## src/rtl/midi_uart_rx.sv

```systemverilog
// ============================================================================
// Module   : midi_uart_rx
// Purpose  : MIDI serial receiver. Oversamples the raw opto-isolator output
//            at the system clock and deframes 8N1 UART frames at the MIDI
//            baud rate. Each good byte is presented as a one-cycle strobe
//            that feeds the MIDI decoder's byte input directly. Bad stop
//            bits are reported as a one-cycle framing_error strobe.
// Ports    : clock_50_000_000 - system clock, rising edge
//            reset            - synchronous, active-high
//            rx               - raw asynchronous serial line (idles high)
//            data[7:0]        - last accepted byte, held until the next one
//            data_ready       - one-cycle strobe, data holds a new byte
//            framing_error    - one-cycle strobe, stop bit sampled low
//            busy             - a frame is in progress (state != IDLE)
// Options  : `define MIDI_RX_REALTIME_FILTER_EN to drop System Real-Time
//            bytes (8'hF8..8'hFF) after a valid stop bit.
// Revision : 1.0 - initial release
// ============================================================================
`default_nettype none

module midi_uart_rx #(
  parameter int CLOCK_HZ = 50_000_000,
  parameter int BAUD     = 31_250
) (
  input  logic       clock_50_000_000,
  input  logic       reset,
  input  logic       rx,
  output logic [7:0] data,
  output logic       data_ready,
  output logic       framing_error,
  output logic       busy
);

  localparam int CLKS_PER_BIT = CLOCK_HZ / BAUD;
  localparam int HALF_BIT     = CLKS_PER_BIT / 2;
  localparam int CNT_W        = $clog2(CLKS_PER_BIT);

  localparam logic [CNT_W-1:0] C_BIT_LAST  = CNT_W'(CLKS_PER_BIT - 1);
  localparam logic [CNT_W-1:0] C_HALF_LAST = CNT_W'(HALF_BIT - 1);
  localparam logic [CNT_W-1:0] C_CNT_ONE   = CNT_W'(1);

  generate
    if (CLKS_PER_BIT < 4) begin : g_bad_baud_ratio
      $error("midi_uart_rx: CLOCK_HZ/BAUD must be at least 4");
    end
  endgenerate

  typedef enum logic [2:0] {
    S_IDLE    = 3'd0,
    S_START   = 3'd1,
    S_DATA    = 3'd2,
    S_STOP    = 3'd3,
    S_RECOVER = 3'd4
  } state_t;

  // Two-flop synchronizer; both flops preset high so reset looks like idle line.
  logic             rx_meta_q;
  logic             rx_s_q;

  state_t           state_q,         state_d;
  logic [CNT_W-1:0] cnt_q,           cnt_d;
  logic [2:0]       idx_q,           idx_d;
  logic [7:0]       shift_q,         shift_d;
  logic [7:0]       data_q,          data_d;
  logic             data_ready_q,    data_ready_d;
  logic             framing_error_q, framing_error_d;

  // Decides whether a correctly framed byte is forwarded downstream.
  logic             w_keep_byte;

`ifdef MIDI_RX_REALTIME_FILTER_EN
  // System Real-Time bytes occupy 8'hF8..8'hFF: top five bits all ones.
  assign w_keep_byte = (shift_q[7:3] != 5'b11111);
`else
  assign w_keep_byte = 1'b1;
`endif

  always_ff @(posedge clock_50_000_000) begin
    if (reset) begin
      rx_meta_q       <= 1'b1;
      rx_s_q          <= 1'b1;
      state_q         <= S_IDLE;
      cnt_q           <= '0;
      idx_q           <= '0;
      shift_q         <= '0;
      data_q          <= '0;
      data_ready_q    <= 1'b0;
      framing_error_q <= 1'b0;
    end else begin
      rx_meta_q       <= rx;
      rx_s_q          <= rx_meta_q;
      state_q         <= state_d;
      cnt_q           <= cnt_d;
      idx_q           <= idx_d;
      shift_q         <= shift_d;
      data_q          <= data_d;
      data_ready_q    <= data_ready_d;
      framing_error_q <= framing_error_d;
    end
  end

  always_comb begin
    state_d         = state_q;
    cnt_d           = cnt_q;
    idx_d           = idx_q;
    shift_d         = shift_q;
    data_d          = data_q;
    data_ready_d    = 1'b0;
    framing_error_d = 1'b0;

    case (state_q)
      S_IDLE: begin
        // A low level is enough: RECOVER guarantees the line was high first.
        cnt_d = '0;
        idx_d = '0;
        if (!rx_s_q) begin
          state_d = S_START;
        end
      end

      S_START: begin
        if (cnt_q == C_HALF_LAST) begin
          cnt_d = '0;
          idx_d = '0;
          // Line back high at mid start bit means it was only a glitch.
          state_d = rx_s_q ? S_IDLE : S_DATA;
        end else begin
          cnt_d = cnt_q + C_CNT_ONE;
        end
      end

      S_DATA: begin
        if (cnt_q == C_BIT_LAST) begin
          cnt_d          = '0;
          shift_d[idx_q] = rx_s_q;   // LSB arrives first
          if (idx_q == 3'd7) begin
            state_d = S_STOP;
          end else begin
            idx_d = idx_q + 3'd1;
          end
        end else begin
          cnt_d = cnt_q + C_CNT_ONE;
        end
      end

      S_STOP: begin
        if (cnt_q == C_BIT_LAST) begin
          cnt_d = '0;
          if (rx_s_q) begin
            state_d = S_IDLE;
            if (w_keep_byte) begin
              data_d       = shift_q;
              data_ready_d = 1'b1;
            end
          end else begin
            framing_error_d = 1'b1;
            state_d         = S_RECOVER;
          end
        end else begin
          cnt_d = cnt_q + C_CNT_ONE;
        end
      end

      S_RECOVER: begin
        // Hold off until the line returns high so a break reports one error.
        cnt_d = '0;
        if (rx_s_q) begin
          state_d = S_IDLE;
        end
      end

      default: begin
        state_d = S_IDLE;
        cnt_d   = '0;
        idx_d   = '0;
      end
    endcase
  end

  assign data          = data_q;
  assign data_ready    = data_ready_q;
  assign framing_error = framing_error_q;
  assign busy          = (state_q != S_IDLE);

endmodule

`default_nettype wire
```

## config.mk

```make
export PLATFORM = sky130hd
export DESIGN_NAME = midi_uart_rx
export DESIGN_NICKNAME = d
export VERILOG_FILES = /design/src/rtl/midi_uart_rx.sv
export SDC_FILE = /design/constraint.sdc
export NUM_CORES = 1
export LEC_CHECK = 0
export ABC_CLOCK_PERIOD_IN_PS = 2000
export CAP_MARGIN = 10
export CORE_MARGIN = 5
export CORE_UTILIZATION = 51
export CTS_CLUSTER_DIAMETER = 60
export DETAILED_ROUTE_END_ITERATION = 6
export PLACE_DENSITY_LB_ADDON = 0.15
export SLEW_MARGIN = 20
export SYNTH_ARGS = -nofsm -noshare
export SYNTH_HDL_FRONTEND = slang
export SYNTH_SLANG_ARGS = --single-unit
```

## constraint.sdc

```tcl
create_clock -name clock_50_000_000 -period 2 [get_ports clock_50_000_000]
set_input_delay 0.3 -clock clock_50_000_000 [delete_from_list [all_inputs] [get_ports clock_50_000_000]]
set_output_delay 0.3 -clock clock_50_000_000 [all_outputs]
set_load 0.05 [all_outputs]
```

**Word level (Yosys, flattened, before mapping)**

Cells that the tools add are included.

- $lt $le $gt $ge: 2
- Reduce and logical (&&, ||, !) cells: 10
- Multiplexer cells: 21
- Bitwise gates (word level): 3
- Add/sub/neg operators: 2
- Eq/ne operators: 14

Operator list:

| kind | number |
|---|---|
| two-way mux 3 bit | 10 |
| two-way mux 11 bit | 2 |
| case mux 11 bit (2 select lines) | 1 |
| case mux 3 bit (5 select lines) | 1 |
| inequality test 2 bit (second input constant) | 7 |
| adder 11 x 1 -> 11 bit (second input constant) | 1 |
| == test 11 x 10 -> 1 bit (second input constant) | 1 |
| == test 11 bit (second input constant) | 1 |
| case mux 3 bit (3 select lines) | 1 |
| bitwise mux 8 bit | 1 |
| == test 3 x 2 -> 1 bit (second input constant) | 2 |
| == test 3 bit (second input constant) | 2 |
| AND reduction 6 bit | 1 |
| < comparator 3 x 4 -> 1 bit (second input constant) | 1 |
| AND reduction 4 bit | 1 |
| OR reduction 2 bit | 2 |
| adder 3 x 1 -> 3 bit (second input constant) | 1 |
| demux 1 bit (select 3 bit) | 1 |
| == test 3 x 1 -> 1 bit (second input constant) | 1 |
| greater-or-equal comparator 3 x 1 -> 1 bit (second input constant) | 1 |
| zero test 3 bit | 1 |
| two-way mux 1 bit | 3 |
| NOT 1 bit | 3 |
| AND reduction 3 bit | 1 |
| other kinds (5) | 5 |

- Output and inout bits: 11
- Flip-flop bits (word level): 37
- Logic and storage cells: 61

**Depth between registers and ports, before layout**

Gate-level depths: netlist of the first run.

- Depth in word-level cells: 5
- Depth in mapped cells: 9
- Gate-level depth less buffers: 7

**Worst setup path before layout of the first run**

OpenSTA, ideal clock, no wires.

- Path kind: reg2reg
- Start point: register cnt_q[0]
- End point: register state_q[0]
- Period minus slack after synthesis: 1.987 ns
- Arrival: 1.865 ns
- Setup time: 0.121 ns
- Data required time: 1.879 ns
- Cell stages (with the launch flop): 8
- Slack: 0.013 ns
- Cell sequence: dfxtp_1 > ha_1 > and4_1 > buf_4 > a21oi_2 > or3_1 > a211o_1 > mux2_4

- Cells in the longest elaborated chain, start to end: 3
- Elaborated cells between the ends (all ways): 6

Ends and longest elaborated chain:

| element | line | text |
|---|---|---|
| from (decl) | 61 | `logic [CNT_W-1:0] cnt_q, cnt_d;` |
| from (signal assigned) | 93 | `cnt_q <= cnt_d;` |
| == test 11 bit / == test 11 x 10 -> 1 bit (equally long branches) | 133, 147, 122 |  |
| inequality test 2 bit (no line) | n/a |  |
| AND reduction 6 bit (no line) (*) | n/a |  |
| to (signal assigned) | 92 | `state_q <= state_d;` |
| to (decl) | 60 | `state_t state_q, state_d;` |

Every way passes the cells marked *; elsewhere a longest branch is shown, timed or not.
A chain may end at the register's enable or synchronous reset.

**Final worst setup path of the first run**

- Start point: register cnt_q[1]
- End point: register state_q[0]

The elaborated chain is that of the path after synthesis.

==> results of run 1 <==
-- where the power goes --
group	internal [W]	switching (W)
Clock	0.000393	0.000260
Sequential	0.000750	0.0000237
Combinational	0.000154	0.000155
-- per-stage QoR --
step                      setup WS [ns]  area [sq um]  total power (W)  util [%]  hold WS, ns
after global placement           0.0762          1910          0.00110      58.0        0.394
after detailed placement         0.0118          1910          0.00111      58.0        0.400
final                            0.0864          2030          0.00174      61.9        0.431
after CTS                        0.0262          2010          0.00175      61.3        0.430
after floorplan                  0.0133          1690          0.00102         -        0.389
after global routing            0.00394          2030          0.00181      61.9        0.441
-- sequential cells by signal, indices dropped and copies added (netlist names) --
signal / cells
cnt_q: 11
data: 8
shift_q: 8
idx_q: 3
state_q: 3
data_ready: 1
framing_error: 1
rx_meta_q: 1
rx_s_q: 1
-- worst max-delay path by stage --
stage          slack (ns)  cells after the start                start                       to
3_5_place_dp         0.01                      6  cnt_q[1]$_SDFF_PP0_  state_q[0]$_SDFFE_PP0P_
6_report             0.09                      6  cnt_q[1]$_SDFF_PP0_  state_q[0]$_SDFFE_PP0P_
3_3_place_gp         0.08                      6  cnt_q[1]$_SDFF_PP0_  state_q[0]$_SDFFE_PP0P_
5_1_grt             0.004                      7  cnt_q[1]$_SDFF_PP0_  shift_q[7]$_SDFFE_PP0P_
2_1_floorplan        0.01                      7  cnt_q[0]$_SDFF_PP0_  state_q[0]$_SDFFE_PP0P_
4_1_cts              0.03                      6  cnt_q[1]$_SDFF_PP0_  state_q[0]$_SDFFE_PP0P_
-- logic make-up after synthesis --
group           Yosys count
simple gates             86
flops                    37
mux                      20
buf+inv                  15
compound gates           12
xor+xnor                  9
fa+ha+maj                 3
-- critical path, stage by stage, from the launching register on --
cell and delay, ns:
dfxtp_2 0.36, ha_2 0.18, and4_4 0.26, a21oi_2 0.05, or3_1 0.36, a211o_1 0.31, mux2_4 0.30
-- synthesized netlist by cell type, types with 2 or more instances --
cell type | number | share of area (%)
or3_1 | 2 | 0.74
xnor2_1 | 2 | 1.0
a31oi_1 | 2 | 0.74
xor2_1 | 7 | 3.6
nand2_1 | 5 | 1.1
clkbuf_1 | 4 | 0.89
nor4_1 | 2 | 0.74
inv_1 | 2 | 0.44
ha_1 | 3 | 2.2
mux2i_1 | 19 | 11
nor2_1 | 38 | 8.4
nor2b_1 | 5 | 1.9
and4_1 | 2 | 1.0
a21oi_1 | 3 | 0.89
nor3b_2 | 2 | 1.5
nand2b_1 | 3 | 1.1
o21ai_0 | 2 | 0.59
buf_6 | 2 | 1.3
a211o_1 | 2 | 1.0
nand3_1 | 6 | 1.8
buf_4 | 2 | 0.89
dfxtp_1 | 37 | 44
buf_2 | 5 | 1.5
nand4_1 | 9 | 3.3
or2_2 | 2 | 0.74
and3_1 | 2 | 0.74
-- what timing repair did --
action	in CTS	in global routing
endpoints found under the setup margin	6	13
resized for setup	3	6
cloned	0	0
-- routing by layer --
layer	wire length, microns	vias to the layer above	part of all wire [%]	track usage [%]
li1	-	669	-	-
met1	1500	608	47	19.3
met2	1490	23	47	26.4
met3	107	7	3.4	3.83
met4	74	0	2.3	9.62
met5	0	-	0	0
-- final cells by class --
cell class | count | area, sq um
timing repair buffer | 27 | 234
fill | 291 | 1250
clock buffer | 5 | 37.5
tap | 46 | 57.6
clock inverter | 3 | 68.8
sequential | 37 | 743
multi-input combinational | 130 | 883
inverter | 2 | 7.51
==> metrics.yaml, run 1 <==
placed_design:
  routabilityCongestion: 0.804
  dp.cells: 242
  hpwl_mm: 2.27
  port_buffers: 13
yosys:
  synth_nets: 188
  synthFlopType: "dfxtp_1"
  synthesis.area_sq_um: 1690
  yosys.area_share.simple_pct: 27.4
  ys_seq_area_share_pct: 43.8
  ys_ff_latch: 37
  syn_inst: 182
  synth_cell_type_count: 38
  synth-edff-count: 0
  yosys.area_share.adder_pct: 2.22
  async_flop_share_pct: 0
  muxShareOfSynthArea_pct: 12.1
  synth-xor-area-share_pct: 4.66
  syn_area_per_cell_sq_um: 9.29
  synth_top_family_by_area: "simple AND/OR/NAND/NOR gates"
  synth_compound_area_share_pct: 4.74
  yosysWarnings: 0
die:
  fp.dieH_microns: 67.6
  core_sq_um: 3280
  row_count: 21
  initial_core_util_pct: 51.5
  io_pins: 14
  die-width_microns: 67.6
  dieArea_sq_um: 4570
worst_setup_path:
  arrival_ns: 2.16
  worstPathMaxFanout: 5
  worst_r2r_startpoint: "cnt_q[1]$_SDFF_PP0_"
  r2r-end: "state_q[0]$_SDFFE_PP0P_"
  reg2reg_depth: 6
  worst_setup_path_start_kind: "flip-flop"
  cp.required_ns: 2.25
  worstSetupPathType: "flip-flop to flip-flop"
  reg2reg_slack_ns: 0.09
  endpoint_kind: "flip-flop"
sta:
  clock_skew_ns: 0.00621
  timing.final.crit_period_ns: 1.91
  max_freq_ghz: 0.523
  setup_violations: 0
  max_slew.worst_pin.slew_ns: 0.501
  drv_slew: 0
  maxSlewHeadroom_pct: 66.5
  setup-tns-final_ns: 0
  rsz0062_at_grt: "no"
  finalHoldViolCount: 0
  fin_crit_sh_pct: 95.7
cells_and_area:
  drive_gt1_share_pct: 18.1
  finalNetCount: 209
  layout.cells.non_filler: 250
  final_cell_mix: "nor2_1 (38), dfxtp_1 (35), mux2i_1 (19), buf_4 (14), clkdlybuf4s50_1 (12)"
  insertedDiodeCount: 0
  area_growth_pct: 20.2
  mostFrequentLayoutCell: "nor2_1"
worst_hold_path:
  holdPathStages: 1
  hp-start: "rx_meta_q$_SDFF_PP1_"
  min_path_type: "flip-flop to flip-flop"
  hold_end: "rx_s_q$_SDFF_PP1_"
global_routing:
  grt_pass1_vias: 1312
  antenna_found_initial: 0
  grt_use_total_pct: 16.2
  grt_pass1_wl_mm: 5.64
  overflow: 0
  grt_max_degree: 29
routing:
  drt_iter0_drc: 73
  vias: 1307
  ant_nets: 0
  wl_mm: 3.17
  drt_pre_antenna_iters: 4
  via_per_inst: 5.23
  post-route-drc-count: 0
  wl_per_cell_microns: 12.7
pwr:
  power.leakage_nw: 0.811
  power_density_nw_per_um2: 854
  peakVddDrop_v: 0.000676
clocking:
  cts_tree: "done"
  cts-root-buf: "clkbuf_4"
  clock_latency_ns: 0.34
  cts_buffers: 5
  cts.sinks: 37
  clk_pin_slew_ns: 0.12
  cts_max_level: 2
  postCtsSetupBuffers: 0
  max-clock-path-buffers: 2
  ctsHoldBuffers: 0
status:
  status: "complete, no violations"
flow_run:
  cap_violations: 0
No activity file was read; power rests on OpenSTA's default activity.
==> run 2, diff against run 1 <==
==> constraint.sdc (replaced) <==
create_clock -name clock_50_000_000 -period 2 [get_ports clock_50_000_000]
set_input_delay 0.3 -clock clock_50_000_000 [delete_from_list [all_inputs] [get_ports clock_50_000_000]]
set_output_delay 0.3 -clock clock_50_000_000 [all_outputs]
set_load 0.005 [all_outputs]
==> run 2 against run 1 <==
  * Sequential power down 2%
  * Register-to-register slack worse by 0.02 ns
  * Core utilization down 1.3 points
  * Maximum frequency down 1.1%
  * Die area unchanged
  * Cell area down 2.0%
  * Clock skew up 0.0073 ns
  * Routed wire length up 1.5%
  * Sequential cell count unchanged
  * Critical path type unchanged
  * Highest routed layer unchanged
==> metrics.yaml, run 2 (synthesized netlist as in run 1, its figures left out) <==
pwr:
  power.leakage_nw: 0.817
  swShare_pct: 27.0
  power_density_nw_per_um2: 724
  power.internal_w: 0.00105
  clkPwrFrac_pct: 26.1
  p_comb_share_pct: 21.3
  seq_power_share_pct: 52.5
  p_sw_w: 0.000390
  peakVddDrop_v: 0.000416
die:
  initial_core_util_pct: 51.5
  io_pins: 14
  row_count: 21
  dieArea_sq_um: 4570
  die-width_microns: 67.6
  core_sq_um: 3280
  fp.dieH_microns: 67.6
worst_setup_path:
  cp_slowest_cell: "or3_1"
  endpoint_kind: "flip-flop"
  arrival_ns: 2.18
  cp-startpoint: "cnt_q[1]$_SDFF_PP0_"
  worst_setup_path_start_kind: "flip-flop"
  worstSetupPathType: "flip-flop to flip-flop"
  worstPathMaxFanout: 5
  path_delay_family: "simple AND/OR/NAND/NOR gates"
  worst-path-buf-inv: 0
  worst_r2r_startpoint: "cnt_q[1]$_SDFF_PP0_"
  cp_slowest_stage_delay_ns: 0.37
  cp.required_ns: 2.24
  path_cells: "ha_1 > and4_4 > a21oi_2 > or3_1 > a211o_1 > mux2_4"
clocking:
  max-clock-path-buffers: 2
  clock_latency_ns: 0.35
  cts.sinks: 37
  clk_pin_slew_ns: 0.10
  ctsHoldBuffers: 0
  cts_buffers: 5
  cts_tree: "done"
  cts_max_level: 2
  cts-root-buf: "clkbuf_4"
sta:
  maxSlewHeadroom_pct: 65.5
  rsz0062_at_grt: "no"
  hold_slack_ns: 0.424
  max_slew.worst_pin.slew_ns: 0.516
  layout_setup_ws_ns: 0.0660
  clock_skew_ns: 0.0135
  setup_violations: 0
  timing.final.crit_period_ns: 1.93
  setup-tns-final_ns: 0
  fin_crit_sh_pct: 96.7
  finalHoldViolCount: 0
  drv_slew: 0
  max_freq_ghz: 0.517
routing:
  ant_nets: 0
  vias: 1340
  drt_iter0_drc: 79
  wl_per_cell_microns: 12.8
  drt_pre_antenna_iters: 5
  post-route-drc-count: 0
  wl_mm: 3.22
  via_per_inst: 5.32
global_routing:
  grt_use_total_pct: 16.7
  antenna_found_initial: 0
  overflow: 0
  grt_pass1_vias: 1283
  grt_max_degree: 29
  grt_pass1_wl_mm: 5.65
status:
  status: "complete, no violations"
cells_and_area:
  final_cell_mix: "nor2_1 (38), dfxtp_1 (36), mux2i_1 (19), buf_4 (16), clkdlybuf4s50_1 (12)"
  finalNetCount: 211
  insertedDiodeCount: 0
  largest_register_ffs: 11
  area_growth_pct: 17.8
  drive_gt1_share_pct: 17.5
  final_area_sq_um: 1990
  mostFrequentLayoutCell: "nor2_1"
  postLayoutCoreUtil_pct: 60.6
  largest-register: "cnt_q"
placed_design:
  port_buffers: 13
  post-place-ws_ns: 0.0168
  routabilityCongestion: 0.768
  dpl_cell_area_sq_um: 1920
  hpwl_mm: 2.35
worst_hold_path:
  hp-start: "rx_meta_q$_SDFF_PP1_"
  min_path_type: "flip-flop to flip-flop"
flow_run:
  cap_violations: 0
==> run 2: stage by stage <==
step           total power, W  cells
6_report              0.00144    252
5_1_grt               0.00153    252
4_1_cts               0.00146    252
3_5_place_dp          0.00108    244
3_3_place_gp          0.00108    244
2_1_floorplan        0.000985    182
==> run 2: routing by layer <==
metal | part of all wire, % | up-vias | GRT usage (%) | routed length [microns]
li1 | - | 672 | - | -
met1 | 45 | 622 | 20.9 | 1430
met2 | 47 | 38 | 25.8 | 1520
met3 | 5.4 | 8 | 3.99 | 174
met4 | 2.6 | 0 | 10.4 | 82
met5 | 0 | - | 0 | 0
==> run 2: timing repair <==
item,CTS,global route
gates resized for setup,1,5
pin swaps,0,1
buffers inserted,0,0
endpoints found under the setup margin,1,14
hold endpoints to repair,0,0
==> run 2: worst paths after layout <==
check / slack, ns / to / cells past startpoint
worst max register to register: 0.07 / state_q[0]$_SDFFE_PP0P_ / 6
worst min register to register: 0.42 / rx_s_q$_SDFF_PP1_ / 1
worst max-delay path: 0.07 / state_q[0]$_SDFFE_PP0P_ / 6
worst min-delay path: 0.42 / rx_s_q$_SDFF_PP1_ / 1
==> run 2: area by class of cell <==
class                           instances  area, sq um
Fill cell                             304         1290
Multi-Input combinational cell        130          880
Sequential cell                        37          742
Timing Repair Buffer                   29          253
Tap cell                               46         57.6
Clock buffer                            6         41.3
Clock inverter                          2         10.0
Inverter                                2         7.51
==> run 2: power groups by stage <==
stage | Combinational (W) | Sequential [W] | Clock, W
2_1_floorplan | 0.000215 | 0.000769 | 0
3_3_place_gp | 0.000304 | 0.000773 | 0
3_5_place_dp | 0.000310 | 0.000775 | 0
4_1_cts | 0.000311 | 0.000758 | 0.000396
5_1_grt | 0.000343 | 0.000761 | 0.000427
6_report | 0.000307 | 0.000757 | 0.000377
